## src/rtl/control_acceso_pkg.sv

```systemverilog
`default_nettype none
// +----------------------------------------------------------------------+
// | control_acceso_pkg : shared state encoding and default gate PIN      |
// | Revision: 1.0                                                        |
// +----------------------------------------------------------------------+
package control_acceso_pkg;

   typedef enum logic [1:0] {
      ESPERA  = 2'b00,
      INGRESO = 2'b01,
      PASO    = 2'b10,
      BLOQUEO = 2'b11
   } estado_t;

   localparam logic [15:0] CLAVE_DEFECTO = 16'h2468;

endpackage : control_acceso_pkg
`default_nettype wire

```

## src/rtl/temporizador_apertura.sv

```systemverilog
`default_nettype none
// +----------------------------------------------------------------------+
// | temporizador_apertura : gate-open cycle counter, flags T_APERTURA-1  |
// | Revision: 1.0                                                        |
// +----------------------------------------------------------------------+
module temporizador_apertura #(
   parameter int T_APERTURA = 100
) (
   input  logic clk,
   input  logic reset,
   input  logic clear_i,
   input  logic enable_i,
   output logic expirado_o
);

   localparam int CW = (T_APERTURA > 1) ? $clog2(T_APERTURA) : 1;
   localparam logic [CW-1:0] C_ULTIMO = CW'(T_APERTURA - 1);

   logic [CW-1:0] cuenta_q;
   logic [CW-1:0] cuenta_d;

   always_comb begin
      cuenta_d = cuenta_q;
      if (clear_i) begin
         cuenta_d = '0;
      end else if (enable_i && (cuenta_q != C_ULTIMO)) begin
         cuenta_d = cuenta_q + CW'(1);
      end
   end

   always_ff @(posedge clk) begin
      if (!reset) begin
         cuenta_q <= '0;
      end else begin
         cuenta_q <= cuenta_d;
      end
   end

   assign expirado_o = (cuenta_q == C_ULTIMO);

endmodule : temporizador_apertura
`default_nettype wire

```

## src/rtl/control_acceso_param.sv

```systemverilog
`default_nettype none
// +----------------------------------------------------------------------+
// | control_acceso_param : parking-gate access FSM with PIN retries,     |
// | lockout, open timeout and tailgate detection; registered outputs.    |
// | Revision: 1.0                                                        |
// +----------------------------------------------------------------------+
module control_acceso_param
   import control_acceso_pkg::*;
#(
   parameter int               PIN_W          = 16,
   parameter logic [PIN_W-1:0] CLAVE_CORRECTA = PIN_W'(CLAVE_DEFECTO),
   parameter int               MAX_INTENTOS   = 3,
   parameter int               T_APERTURA     = 100,
   localparam int              IW             = $clog2(MAX_INTENTOS + 1)
) (
   input  logic             clk,
   input  logic             reset,
   input  logic             llegado_vehiculo,
   input  logic             paso_vehiculo,
   input  logic             clave_valida,
   input  logic [PIN_W-1:0] clave_ingresada,
   input  logic             boton_reset,
   output logic             abriendo_compuerta,
   output logic             cerrando_compuerta,
   output logic             alarm_pin_incorrecto,
   output logic             alarm_bloqueo,
   output logic [IW-1:0]    intentos
);

   localparam logic [IW-1:0] C_MAX = IW'(MAX_INTENTOS);

   estado_t         estado_q, estado_d;
   logic            abriendo_q, abriendo_d;
   logic            cerrando_q, cerrando_d;
   logic            alarm_pin_q, alarm_pin_d;
   logic            alarm_bloq_q, alarm_bloq_d;
   logic [IW-1:0]   intentos_q, intentos_d;

   logic            w_expirado;
   logic            w_clave_ok;
   logic [IW-1:0]   w_intentos_inc;
   logic            w_agotado;

   temporizador_apertura #(
      .T_APERTURA (T_APERTURA)
   ) u_temporizador (
      .clk        (clk),
      .reset      (reset),
      .clear_i    (estado_q != PASO),
      .enable_i   (estado_q == PASO),
      .expirado_o (w_expirado)
   );

   assign w_clave_ok     = (clave_ingresada == CLAVE_CORRECTA);
   assign w_intentos_inc = intentos_q + IW'(1);
   assign w_agotado      = (w_intentos_inc == C_MAX);

   always_ff @(posedge clk) begin
      if (!reset) begin
         estado_q     <= ESPERA;
         abriendo_q   <= 1'b0;
         cerrando_q   <= 1'b0;
         alarm_pin_q  <= 1'b0;
         alarm_bloq_q <= 1'b0;
         intentos_q   <= '0;
      end else begin
         estado_q     <= estado_d;
         abriendo_q   <= abriendo_d;
         cerrando_q   <= cerrando_d;
         alarm_pin_q  <= alarm_pin_d;
         alarm_bloq_q <= alarm_bloq_d;
         intentos_q   <= intentos_d;
      end
   end

   always_comb begin
      estado_d = estado_q;
      case (estado_q)
         ESPERA: begin
            if (llegado_vehiculo) estado_d = INGRESO;
         end
         INGRESO: begin
            if (clave_valida) begin
               if (w_clave_ok)     estado_d = PASO;
               else if (w_agotado) estado_d = BLOQUEO;
            end
         end
         PASO: begin
            // Tailgate outranks a normal crossing, which outranks the timeout.
            if (paso_vehiculo && llegado_vehiculo) estado_d = BLOQUEO;
            else if (paso_vehiculo || w_expirado)  estado_d = ESPERA;
         end
         BLOQUEO: begin
            if (boton_reset) estado_d = ESPERA;
         end
         default: estado_d = ESPERA;
      endcase
   end

   always_comb begin
      abriendo_d   = 1'b0;
      cerrando_d   = 1'b0;
      alarm_pin_d  = alarm_pin_q;
      alarm_bloq_d = alarm_bloq_q;
      intentos_d   = intentos_q;
      case (estado_q)
         ESPERA: begin
            if (llegado_vehiculo) intentos_d = '0;
         end
         INGRESO: begin
            if (clave_valida) begin
               if (w_clave_ok) begin
                  abriendo_d  = 1'b1;
                  alarm_pin_d = 1'b0;
                  intentos_d  = '0;
               end else begin
                  alarm_pin_d = 1'b1;
                  intentos_d  = w_intentos_inc;
                  if (w_agotado) alarm_bloq_d = 1'b1;
               end
            end
         end
         PASO: begin
            if (paso_vehiculo && llegado_vehiculo) begin
               alarm_bloq_d = 1'b1;
            end else if (paso_vehiculo || w_expirado) begin
               cerrando_d = 1'b1;
            end else begin
               abriendo_d = 1'b1;
            end
         end
         BLOQUEO: begin
            alarm_bloq_d = 1'b1;
            if (boton_reset) begin
               alarm_bloq_d = 1'b0;
               alarm_pin_d  = 1'b0;
               intentos_d   = '0;
            end
         end
         default: ;
      endcase
   end

   assign abriendo_compuerta   = abriendo_q;
   assign cerrando_compuerta   = cerrando_q;
   assign alarm_pin_incorrecto = alarm_pin_q;
   assign alarm_bloqueo        = alarm_bloq_q;
   assign intentos             = intentos_q;

endmodule : control_acceso_param
`default_nettype wire

```

## config.mk

```make
export PLATFORM = sky130hd
export DESIGN_NAME = control_acceso_param
export DESIGN_NICKNAME = d
export VERILOG_FILES = /design/src/rtl/control_acceso_pkg.sv /design/src/rtl/temporizador_apertura.sv /design/src/rtl/control_acceso_param.sv
export SDC_FILE = /design/constraint.sdc
export NUM_CORES = 1
export LEC_CHECK = 0
export ABC_AREA = 1
export CORE_AREA = 5 5 66 68
export CTS_CLUSTER_SIZE = 10
export DETAILED_ROUTE_END_ITERATION = 10
export DIE_AREA = 0 0 71 73
export MAX_ROUTING_LAYER = met4
export PLACE_DENSITY_LB_ADDON = 0.2
export SLEW_MARGIN = 30
export SYNTH_ARGS = -nofsm -noshare
export SYNTH_HDL_FRONTEND = slang
export SYNTH_HIERARCHICAL = 1
export SYNTH_SLANG_ARGS = --single-unit
export TNS_END_PERCENT = 30
```

## constraint.sdc

```tcl
create_clock -name clk -period 3.45 [get_ports clk]
set_clock_uncertainty 0.2 [all_clocks]
set_input_delay 0.69 -clock clk [delete_from_list [all_inputs] [get_ports clk]]
set_output_delay 0.69 -clock clk [all_outputs]
set_load 0.05 [all_outputs]
```

== Word-level counts from Yosys, hierarchy flattened ==
Cells that the tools add are included.

* Add/sub/neg operators: 2
* Equality and inequality tests: 16
* Mux-type cells: 28
* Bitwise gates (word level): 2
* Reductions and logical operators: 13

{| class="wikitable"
|+ Operators with widths
! kind !! count
|-
| $mux W2 || 10
|-
| $eq A16 B14 Y1 const B || 1
|-
| $ne A2 B2 Y1 const B || 7
|-
| $mux W1 || 13
|-
| $reduce_and A5 Y1 || 2
|-
| $pmux W2 S4 || 1
|-
| $add A7 B1 Y7 const B || 1
|-
| $eq A7 B7 Y1 const B || 1
|-
| $ne A7 B7 Y1 const B || 1
|-
| $eq A2 B2 Y1 const B || 3
|-
| $ne A3 B3 Y1 const B || 2
|-
| $pmux W2 S3 || 1
|-
| $reduce_bool A3 Y1 || 2
|-
| $pmux W1 S2 || 2
|-
| $reduce_and A4 Y1 || 1
|-
| $pmux W1 S3 || 1
|-
| $reduce_and A3 Y1 || 1
|-
| $reduce_or A3 Y1 || 1
|-
| $add A2 B1 Y2 const B || 1
|-
| $eq A2 B1 Y1 const B || 1
|-
| $logic_and A1 B1 Y1 || 2
|-
| $logic_not A2 Y1 || 1
|-
| $not A1 Y1 || 2
|-
| $reduce_bool A2 Y1 || 1
|-
| other kinds (2) || 2
|}

* Register bits after elaboration: 15
* Bits of input ports: 22
* Output and inout bits: 6
* Logic and storage cells: 68

== Logic depth before layout (Yosys ltp) ==
Gate-level depths: netlist of the first run.

* Depth in word-level cells: 6
* Depth in mapped cells: 12
* Depth with buffers taken out: 12

== Cells and area by module ==
Netlist of the first run, hierarchy kept.

{| class="wikitable"
|+ By module, submodules not included
! module !! times used !! cells an instance !! area an instance (µm²) !! sequential area each (µm²)
|-
| control_acceso_param || 1 || 93 || 624.3 || 160.2
|-
| temporizador_apertura || 1 || 63 || 449.2 || 140.1
|}

== Worst setup path after synthesis of the first run ==
Ideal clock, no wire load.

* Path type: reg2reg
* Start point: reg u_temporizador.cuenta_q[0]
* End point: reg estado_q[0]
* Library setup time: 0.113 ns
* Arrival: 1.444 ns
* Required time: 3.137 ns
* Setup slack: 1.693 ns
* Cell stages (with the launch flop): 13
* Buffers on the path: 0
* Period minus slack after synthesis: 1.757 ns
* Cell sequence: dfxtp_1 -> ha_1 -> nand2_1 -> inv_1 -> nand3_4 -> inv_1 -> or2_4 -> nor2_4 -> nor2_4 -> nand2_2 -> nand2_1 -> nand2_1 -> nor2_1

* Longest elaborated chain between the ends: 4

{| class="wikitable"
|+ RTL lines
! what !! line !! RTL
|-
| start: declaration || temporizador_apertura.sv:19 || <nowiki>logic [CW-1:0] cuenta_q;</nowiki>
|-
| start signal: assignment || temporizador_apertura.sv:35 || <nowiki>cuenta_q <= cuenta_d;</nowiki>
|-
| $eq A7 B7 Y1 || temporizador_apertura.sv:39 || <nowiki>assign expirado_o = (cuenta_q == C_ULTIMO);</nowiki>
|-
| named net w_expirado || control_acceso_param.sv:39 || <nowiki>logic w_expirado;</nowiki>
|-
| $logic_or A1 B1 Y1 || control_acceso_param.sv:91 || <nowiki>else if (paso_vehiculo || w_expirado) estado_d = ESPERA;</nowiki>
|-
| $ne A3 B3 Y1 (no source line) || - ||
|-
| $reduce_and A5 Y1 (no source line) || - ||
|-
| end signal: assignment || control_acceso_param.sv:67 || <nowiki>estado_q <= estado_d;</nowiki>
|-
| end: declaration || control_acceso_param.sv:32 || <nowiki>estado_t estado_q, estado_d;</nowiki>
|}

The timed path passes the listed nets, and every way through them passes these cells.
A chain may end at the register's enable or synchronous reset.

== Worst setup path in the final report of the first run ==
* Start point: reg intentos_q[1] (netlist: intentos[1])
* End point: out intentos[1]

{| class="wikitable"
|+ RTL lines
! what !! line !! RTL
|-
| start: declaration || control_acceso_param.sv:37 || <nowiki>logic [IW-1:0] intentos_q, intentos_d;</nowiki>
|-
| start signal: assignment || control_acceso_param.sv:72 || <nowiki>intentos_q <= intentos_d;</nowiki>
|-
| end: declaration || control_acceso_param.sv:27 || <nowiki>output logic [IW-1:0] intentos</nowiki>
|}

No word-level cell between the ends.

==> flow_summary.yaml, run 1 <==
power:
  ir_worst_vdd_mv: 0.2637
  p_leak_nw: 0.5713
  seq_power_share: 0.298
  switching_power_uw: 302.5
  switching_share: 0.4199
  internal_power_uw: 417.9
  powerDensity_nw_per_um2: 502.5
  power_uw: 720.5
  p_comb_frac: 0.506
  p_clk_frac: 0.196
sta:
  hold_ws_ns: 0.2587
  slew_headroom: 0.6580
  report.final.slew_viol_count: 0
  hold_viol_final: 0
  setup_ws_ns: 1.136
  worst_slew_pin_slew_ns: 0.5114
  fmax_ghz: 0.4322
  setup_violations: 0
  rsz0062_at_grt: "false"
  fin_setup_tns_ns: 0
  period_minus_slack_ns: 2.314
  final.period_utilization: 0.6707
cts:
  cts_sinks: 15
  cts_root_buf: "clkbuf_8"
  cts_tree: "done"
  cts_resized: 0
  cts_max_level: 1
  clk_latency_ns: 0.24
  cts_max_path_buffers: 2
  cts_made_buffers: 3
  postCtsHoldBufs: 0
  clkTransAtPathRegs_ns: 0.06
  post-cts-setup-buffers: 0
detailed_routing:
  wl_per_cell_um: 9.843
  postRouteAntennaNets: 0
  via_count: 1014
  first_iter_violations: 41
  viasPerCell: 4.315
  drtPass1Iterations: 4
  drc: 0
  drt-total-wl_mm: 2.313
final_layout:
  syn2layout_area_growth_pct: 33.57
  layout.nets: 215
  drive_gt1_frac: 0.1405
  layoutNonFillerInstCount: 235
  diodes: 0
  fillers: 416
grt:
  antenna_found_initial: 0
  grt_pass1_wl_mm: 4.416
  grt_pass1_vias: 1044
  grt_use_total: 0.1050
  grt_max_degree: 11
  gr-total-overflow: 0
critical_path:
  cp.arrival_ns: 1.42
  r2r_slack_ns: 1.52
  path_cells: "clkdlybuf4s50_1"
  reg2reg_depth: 6
  cp.required_ns: 2.56
  crit_path_end_kind: "output pin"
  slowest_stage: "clkdlybuf4s50_1"
  crit_type: "reg -> out"
  start_kind: "flop"
  rr_endpoint: "u_temporizador/cuenta_q[4]"
  worst_path_largest_cell_delay_ns: 0.82
  critPathBufInv: 1
  crit_family: "buffers and inverters"
  worstPathMaxFanout: 3
  rr_startpoint: "estado_q[0]"
floorplan:
  rows: 23
  pin_count: 28
  start_util: 0.2826
  chipWidth_um: 71
  die-area_um2: 5183
  die_h_um: 73
  coreArea_um2: 3799
logic_synthesis:
  yosys-top-cells-count: "nand2_1, inv_1, nor2_1"
  synth_area_um2: 1074
  synth_top_area_share: 0.2797
  syn_avg_cell_area_um2: 6.882
  ys_async_sr_fraction: 0
  synth_area_leaders: "dfxtp_1, nand2_1, inv_1"
  ys_ff_latch: 15
  yosysMostFrequentCell: "nand2_1"
  synth_top_cell_by_area: "dfxtp_1"
  synth_cells: 156
  ys_warn_count: 6
  yosysUniqueCellTypes: 27
  synth-edff-count: 0
  ys.flop_type: "dfxtp_1"
  synth_nets: 185
  yosysSeqAreaShare: 0.2797
run_status:
  status: "finished clean"
min_path:
  hold_path_class: "reg -> reg"
  hold_depth: 2
  holdPathEnd: "alarm_bloqueo"
  hold_path_startpoint: "alarm_bloqueo"
place:
  portBuffers: 27
  hpwl_mm: 1.942
  dp_cells: 231
  dp_slack_ns: 1.229
  place.gp.congestion: 0.7563
run:
  max_cap_violations: 0
[per-layer routing]
layer | track usage | part of all wire
met2 | 0.1864 | 0.51
met5 | - | 0
met1 | 0.1271 | 0.46
met4 | 0.01879 | 0.0073
met3 | 0.01653 | 0.024
[registers in the layout, indices dropped and copies added, names as in the netlist]
signal,count
cerrando_compuerta,1
alarm_pin_incorrecto,1
intentos,2
u_temporizador/cuenta_q,7
alarm_bloqueo,1
estado_q,2
abriendo_compuerta,1
[through the flow]
step / utilization / instance area [um2]
floorplan: - / 1074
global placement: 0.3653 / 1388
detailed placement: 0.3653 / 1388
CTS: 0.3775 / 1434
global route: 0.3775 / 1434
finish: 0.3775 / 1434
[cell families after synthesis]
kind of cell | after synthesis | synth area share
flops | 15 | 0.2797
fa+ha+maj | 7 | 0.08158
buf+inv | 30 | 0.1154
compound gates | 18 | 0.1037
simple gates | 85 | 0.4114
xor+xnor | 1 | 0.008160
[cell usage in the layout (no fill, tap or decap)]
cell / instances
nand3_2: 1
nand4_1: 5
or2_4: 1
inv_2: 3
nor2_8: 1
nand3_1: 10
dfxtp_1: 15
o21ai_1: 3
a21oi_1: 8
o211ai_2: 2
nand2_2: 4
ha_1: 7
and3_1: 1
nand3_4: 1
o211ai_1: 1
inv_1: 25
nor3_2: 1
nor2_2: 3
a21oi_2: 1
nor2_4: 3
nand2_1: 30
clkdlybuf4s50_1: 27
clkbuf_8: 3
xor2_1: 1
nand2_4: 1
o21ai_0: 3
nor2_1: 23
clkinv_2: 1
[worst register-to-register path, cell delays in order, from the launching register on]
cell	delay (ns)
dfxtp_1	0.34
inv_1	0.13
ha_1	0.42
inv_1	0.17
nor2_1	0.33
o21ai_0	0.15
a21oi_1	0.12
[worst max path at each step]
| stage | endpoint | cells after the start | startpoint |
|---|---|---|---|
| after floorplan | estado_q[0] | 12 | u_temporizador/cuenta_q[0] |
| after global placement | estado_q[0] | 10 | clave_ingresada[3] |
| after detailed placement | estado_q[0] | 10 | clave_ingresada[3] |
| after CTS | intentos[1] | 1 | intentos[1] |
| after global routing | intentos[1] | 1 | intentos[1] |
| final | intentos[1] | 1 | intentos[1] |
[final cells by class]
type,instances,area [um2],share of cell area
inverter,28,105.1,0.07330
tap,50,62.56,0.04363
clock buffer,3,41.29,0.02880
multi-input combinational,111,649.4,0.4529
clock inverter,1,5.005,0.003490
sequential,15,300.3,0.2094
timing repair buffer,27,270.3,0.1885
[power by group through the flow]
stage / clock network, mW / registers [mW] / logic, mW
2_1_floorplan: 0 / 0.264 / 0.228
3_3_place_gp: 0 / 0.217 / 0.367
3_5_place_dp: 0 / 0.218 / 0.367
4_1_cts: 0.148 / 0.215 / 0.369
5_1_grt: 0.159 / 0.220 / 0.418
6_report: 0.141 / 0.214 / 0.365
No activity file was read; power rests on OpenSTA's default activity.
==> inputs of run 2 (changes only) <==
==> constraint.sdc (replaced) <==
create_clock -name clk -period 2.26 [get_ports clk]
set_clock_uncertainty 0.2 [all_clocks]
set_input_delay 0.452 -clock clk [delete_from_list [all_inputs] [get_ports clk]]
set_output_delay 0.452 -clock clk [all_outputs]
set_load 0.05 [all_outputs]
==> flow_summary.yaml, run 2 (synthesis gave the netlist of run 1 again) <==
run_status:
  status: "finished clean"
critical_path:
  cp.arrival_ns: 1.41
  worst_path_largest_cell_delay_ns: 0.81
  critPathBufInv: 1
  path_cells: "clkdlybuf4s50_1"
  start_kind: "flop"
  crit_path_end_kind: "output pin"
  crit_family: "buffers and inverters"
  crit_type: "reg -> out"
  slowest_stage: "clkdlybuf4s50_1"
  cp.required_ns: 1.61
  worstPathMaxFanout: 3
cts:
  cts_max_level: 1
  cts_tree: "done"
  cts_max_path_buffers: 2
  cts_resized: 0
  cts_root_buf: "clkbuf_8"
  cts_sinks: 15
  postCtsHoldBufs: 0
  post-cts-setup-buffers: 0
  clkTransAtPathRegs_ns: 0.06
  cts_made_buffers: 3
  clk_latency_ns: 0.24
grt:
  grt_use_total: 0.09994
  grt_pass1_wl_mm: 4.160
  grt_pass1_vias: 1031
  grtUsageMet3: 0.02479
  antenna_found_initial: 0
  met1_usage: 0.1144
  met2_usage: 0.1813
  grt_max_degree: 10
  gr-total-overflow: 0
  busiest_layer: "met2"
final_layout:
  layout_commonest_cell: "nand2_1"
  syn2layout_area_growth_pct: 34.85
  drive_gt1_frac: 0.1444
  largest-register: "u_temporizador/cuenta_q"
  largest_register_ff_count: 7
  final_cell_area_um2: 1448
  layout.nets: 217
  most-common-layout-cells: "nand2_1, clkdlybuf4s50_1, inv_1, nor2_1, dfxtp_1"
  diodes: 0
power:
  ir_worst_vdd_mv: 0.4042
  p_leak_nw: 0.5788
  powerDensity_nw_per_um2: 762.1
floorplan:
  coreArea_um2: 3799
  die_h_um: 73
  pin_count: 28
  start_util: 0.2826
  chipWidth_um: 71
  rows: 23
  die-area_um2: 5183
place:
  hpwl_mm: 1.985
  place_area_um2: 1403
  place.gp.congestion: 0.8065
  portBuffers: 27
sta:
  final.period_utilization: 0.9110
  fin_setup_tns_ns: 0
  setup_violations: 0
  hold_viol_final: 0
  report.final.slew_viol_count: 0
  period_minus_slack_ns: 2.059
  worst_slew_pin_slew_ns: 0.5064
  slew_headroom: 0.6614
  fmax_ghz: 0.4857
  rsz0062_at_grt: "false"
run:
  max_cap_violations: 0
detailed_routing:
  drc: 0
  drtPass1Iterations: 4
  postRouteAntennaNets: 0
  viasPerCell: 4.338
  drt-total-wl_mm: 2.321
  first_iter_violations: 49
  via_count: 1028
  wl_per_cell_um: 9.793
min_path:
  hold_path_class: "reg -> reg"
[run 2: changes by cell type in the layout (fill, tap and decap cells not counted)]
cell	previous run	this run
buf_4	0	2
clkbuf_1	0	1
clkinv_2	1	0
[run 2: path summary, 6_finish.rpt]
| check | depth (start not counted) | endpoint | slack, ns | from |
|---|---|---|---|---|
| worst max-delay path | 1 | intentos[1] | 0.20 | intentos[1] |
| worst min-delay path | 2 | alarm_pin_incorrecto | 0.27 | alarm_pin_incorrecto |
| worst max register to register | 12 | estado_q[0] | 0.37 | u_temporizador/cuenta_q[0] |
| worst min register to register | 2 | alarm_pin_incorrecto | 0.27 | alarm_pin_incorrecto |
[run 2: power by group]
group / total, mW / internal [mW] / leakage (nW) / switching (mW)
Clock: 0.211 / 0.125 / 0.0228 / 0.0862
Combinational: 0.566 / 0.220 / 0.434 / 0.346
Sequential: 0.326 / 0.301 / 0.122 / 0.0256
Total: 1.10 / 0.645 / 0.579 / 0.458
[run 2: per-stage QoR]
| step | hold slack [ns] | total power [mW] | std cells | util | setup WS, ns |
|---|---|---|---|---|---|
| after floorplan | 0.2753 | 0.7503 | 156 | - | 0.5030 |
| after global placement | 0.2566 | 0.8979 | 233 | 0.3692 | 0.3481 |
| after detailed placement | 0.2608 | 0.8999 | 233 | 0.3692 | 0.2932 |
| after CTS | 0.2721 | 1.120 | 237 | 0.3811 | 0.1823 |
| after global routing | 0.3084 | 1.200 | 237 | 0.3811 | 0.1557 |
| final | 0.2666 | 1.103 | 237 | 0.3811 | 0.2011 |
[run 2: area by class of cell]
type,count,area (um2)
fillers,431,2351
multi-input cells,111,649.4
inverters,28,105.1
clock buffers,4,45.04
repair buffers,29,285.3
well taps,50,62.56
flip-flops and latches,15,300.3
[run 2: metal layers]
metal / part of all wire / wire length [um] / up-vias
li1: - / - / 550
met2: 0.49 / 1137 / 17
met3: 0.034 / 80 / 2
met5: 0 / 0 / -
met1: 0.47 / 1093 / 459
met4: 0.0039 / 9 / 0
==> inputs of run 3 (changes only) <==
--- a/config.mk
+++ b/config.mk
@@ -12,6 +12,7 @@
 export DIE_AREA = 0 0 71 73
 export MAX_ROUTING_LAYER = met4
 export PLACE_DENSITY_LB_ADDON = 0.2
+export SETUP_SLACK_MARGIN = 0.1
 export SLEW_MARGIN = 30
 export SYNTH_ARGS = -nofsm -noshare
 export SYNTH_HDL_FRONTEND = slang
==> results of run 3 <==
The final DEF is identical to that of run 2; final timing and power are the same.
==> patch, RTL diff (flow settings as in run 3) <==
Add an input register stage for `llegado_vehiculo`, `paso_vehiculo`, `clave_valida` and `clave_ingresada`, cleared by the reset; this delays them by one clock.
--- a/src/rtl/control_acceso_param.sv
+++ b/src/rtl/control_acceso_param.sv
@@ -29,6 +29,25 @@
 
    localparam logic [IW-1:0] C_MAX = IW'(MAX_INTENTOS);
 
+   logic llegado_vehiculo_q;
+   logic paso_vehiculo_q;
+   logic clave_valida_q;
+   logic [PIN_W-1:0] clave_ingresada_q;
+
+   always_ff @(posedge clk) begin
+      if (!reset) begin
+         llegado_vehiculo_q <= '0;
+         paso_vehiculo_q    <= '0;
+         clave_valida_q     <= '0;
+         clave_ingresada_q  <= '0;
+      end else begin
+         llegado_vehiculo_q <= llegado_vehiculo;
+         paso_vehiculo_q    <= paso_vehiculo;
+         clave_valida_q     <= clave_valida;
+         clave_ingresada_q  <= clave_ingresada;
+      end
+   end
+
    estado_t         estado_q, estado_d;
    logic            abriendo_q, abriendo_d;
    logic            cerrando_q, cerrando_d;
@@ -51,7 +70,7 @@
       .expirado_o (w_expirado)
    );
 
-   assign w_clave_ok     = (clave_ingresada == CLAVE_CORRECTA);
+   assign w_clave_ok     = (clave_ingresada_q == CLAVE_CORRECTA);
    assign w_intentos_inc = intentos_q + IW'(1);
    assign w_agotado      = (w_intentos_inc == C_MAX);
 
@@ -77,18 +96,18 @@
       estado_d = estado_q;
       case (estado_q)
          ESPERA: begin
-            if (llegado_vehiculo) estado_d = INGRESO;
+            if (llegado_vehiculo_q) estado_d = INGRESO;
          end
          INGRESO: begin
-            if (clave_valida) begin
+            if (clave_valida_q) begin
                if (w_clave_ok)     estado_d = PASO;
                else if (w_agotado) estado_d = BLOQUEO;
             end
          end
          PASO: begin
             // Tailgate outranks a normal crossing, which outranks the timeout.
-            if (paso_vehiculo && llegado_vehiculo) estado_d = BLOQUEO;
-            else if (paso_vehiculo || w_expirado)  estado_d = ESPERA;
+            if (paso_vehiculo_q && llegado_vehiculo_q) estado_d = BLOQUEO;
+            else if (paso_vehiculo_q || w_expirado)  estado_d = ESPERA;
          end
          BLOQUEO: begin
             if (boton_reset) estado_d = ESPERA;
@@ -105,10 +124,10 @@
       intentos_d   = intentos_q;
       case (estado_q)
          ESPERA: begin
-            if (llegado_vehiculo) intentos_d = '0;
+            if (llegado_vehiculo_q) intentos_d = '0;
          end
          INGRESO: begin
-            if (clave_valida) begin
+            if (clave_valida_q) begin
                if (w_clave_ok) begin
                   abriendo_d  = 1'b1;
                   alarm_pin_d = 1'b0;
@@ -121,9 +140,9 @@
             end
          end
          PASO: begin
-            if (paso_vehiculo && llegado_vehiculo) begin
+            if (paso_vehiculo_q && llegado_vehiculo_q) begin
                alarm_bloq_d = 1'b1;
-            end else if (paso_vehiculo || w_expirado) begin
+            end else if (paso_vehiculo_q || w_expirado) begin
                cerrando_d = 1'b1;
             end else begin
                abriendo_d = 1'b1;
Formal check against the unedited RTL: not equivalent (Yosys sat finds a counterexample within 4 cycles, from zero or initial values and one cycle with reset low).
==> patch against run 3 <==
- sequential cell count rose by 19
- power rose by 44%
- setup slack got worse by 19 ps
- sequential share of layout area rose by 14 points
- register-to-register slack got worse by 60 ps
- routed wire length rose by 14%
- combinational power fell by 16%
- design area rose by 37%
- synthesized area rose by 48%
==> patch: results (changes against run 3) <==
Clock Power 0.000441 W (was 0.000211 W); share of layout cells above drive strength 1 10.12% (was 14.44%); antenna cell count 0 (unchanged); final instance area 1986 um^2 (was 1448 um^2); vias per cell 4.310 (was 4.338); Final Non-Filler Cells 297 (was 237); Inserted Clock Buffers 5 (was 3); post_cts resized 0 (unchanged); largest cells by area after synthesis dfxtp_1 (43%), nand2_1 (11%), inv_1 (11%) (was dfxtp_1 (28%), nand2_1 (10%), inv_1 (8.7%)); met2 GRT Util 18.85% (was 18.13%); Leak 0.9386 nW (was 0.5788 nW); Worst Tran Pin Value 490.2 ps (was 506.4 ps); combinational share of power 29.7% (was 51.3%); sequential share of the synthesized area 42.87% (was 27.97%); met2 WL 1196 um (was 1137 um); buffer share of cell area 14.37% (was 19.71%); Final GP Congestion 0.8735 (was 0.8065); HPWL after detailed placement 2013 um (was 1985 um); WL met3 166 um (was 80 um); Sw Ratio 32.11% (was 41.50%); Power Total 0.001591 W (was 0.001103 W); Clock Sink Count 34 (was 15); outcome complete, no violations (unchanged); synth unique cells 29 (was 27); Detailed Route WL 2645 um (was 2321 um); syn nets 244 (was 185); area post-placement 1894 um^2 (was 1403 um^2); Syn Inst Count 215 (was 156); first-pass GRT wire length 4698 um (was 4160 um); htree depth 2 (was 1); multi-input combinational area share 34.72% (was 44.86%); invs w/o clock 47 (was 28); initial antenna violation count 0 (unchanged); ClkCell Share 4.600% (was 3.111%); number of global-route vias before repair 1,179 (was 1,031); sequential share of cell area 34.28% (was 20.74%); worst skew pair latency 270 ps (was 240 ps); crit path DAT 1430 ps (was 1410 ps); met1 WL 1247 um (was 1093 um); met1 GRT Util 13.24% (was 11.44%); Clock buffer cells 7 (was 4); Layout Nets 275 (was 217); largest net degree at the start of global routing 26 (was 10); Total GRT Usage 11.69% (was 9.994%); FILL cells 385 (was 431); top post-synthesis cells by count nand2_1 (48), inv_1 (46), dfxtp_1 (34) (was nand2_1 (30), inv_1 (25), nor2_1 (23)); grt met3 use 3.581% (was 2.479%)
## patch: cell types whose count changed after synthesis, moves of 2 or more
cell and change:
nor2_4 -3, nor2_1 +2, nand2_1 +18, inv_2 -2, o211ai_2 -2, inv_1 +21
dfxtp_1 +19
## patch: logic make-up after synthesis
group | after synthesis | synth area share [%]
XOR/XNOR | 1 | 0.5517
adder cells (fa/ha/maj) | 7 | 5.516
AND/OR/NAND/NOR | 106 | 32.23
buffers and inverters | 52 | 13.71
flip-flops | 34 | 42.87
AO/OA/AOI/OAI | 15 | 5.122
## patch: path summary, 6_finish.rpt
kind | from | endpoint | slack [ps] | cells past startpoint
worst max-delay path | intentos[1] | intentos[1] | 180 | 1
worst min-delay path | alarm_bloqueo | alarm_bloqueo | 260 | 2
worst max register to register | u_temporizador/cuenta_q[0] | estado_q[0] | 310 | 11
worst min register to register | alarm_bloqueo | alarm_bloqueo | 260 | 2
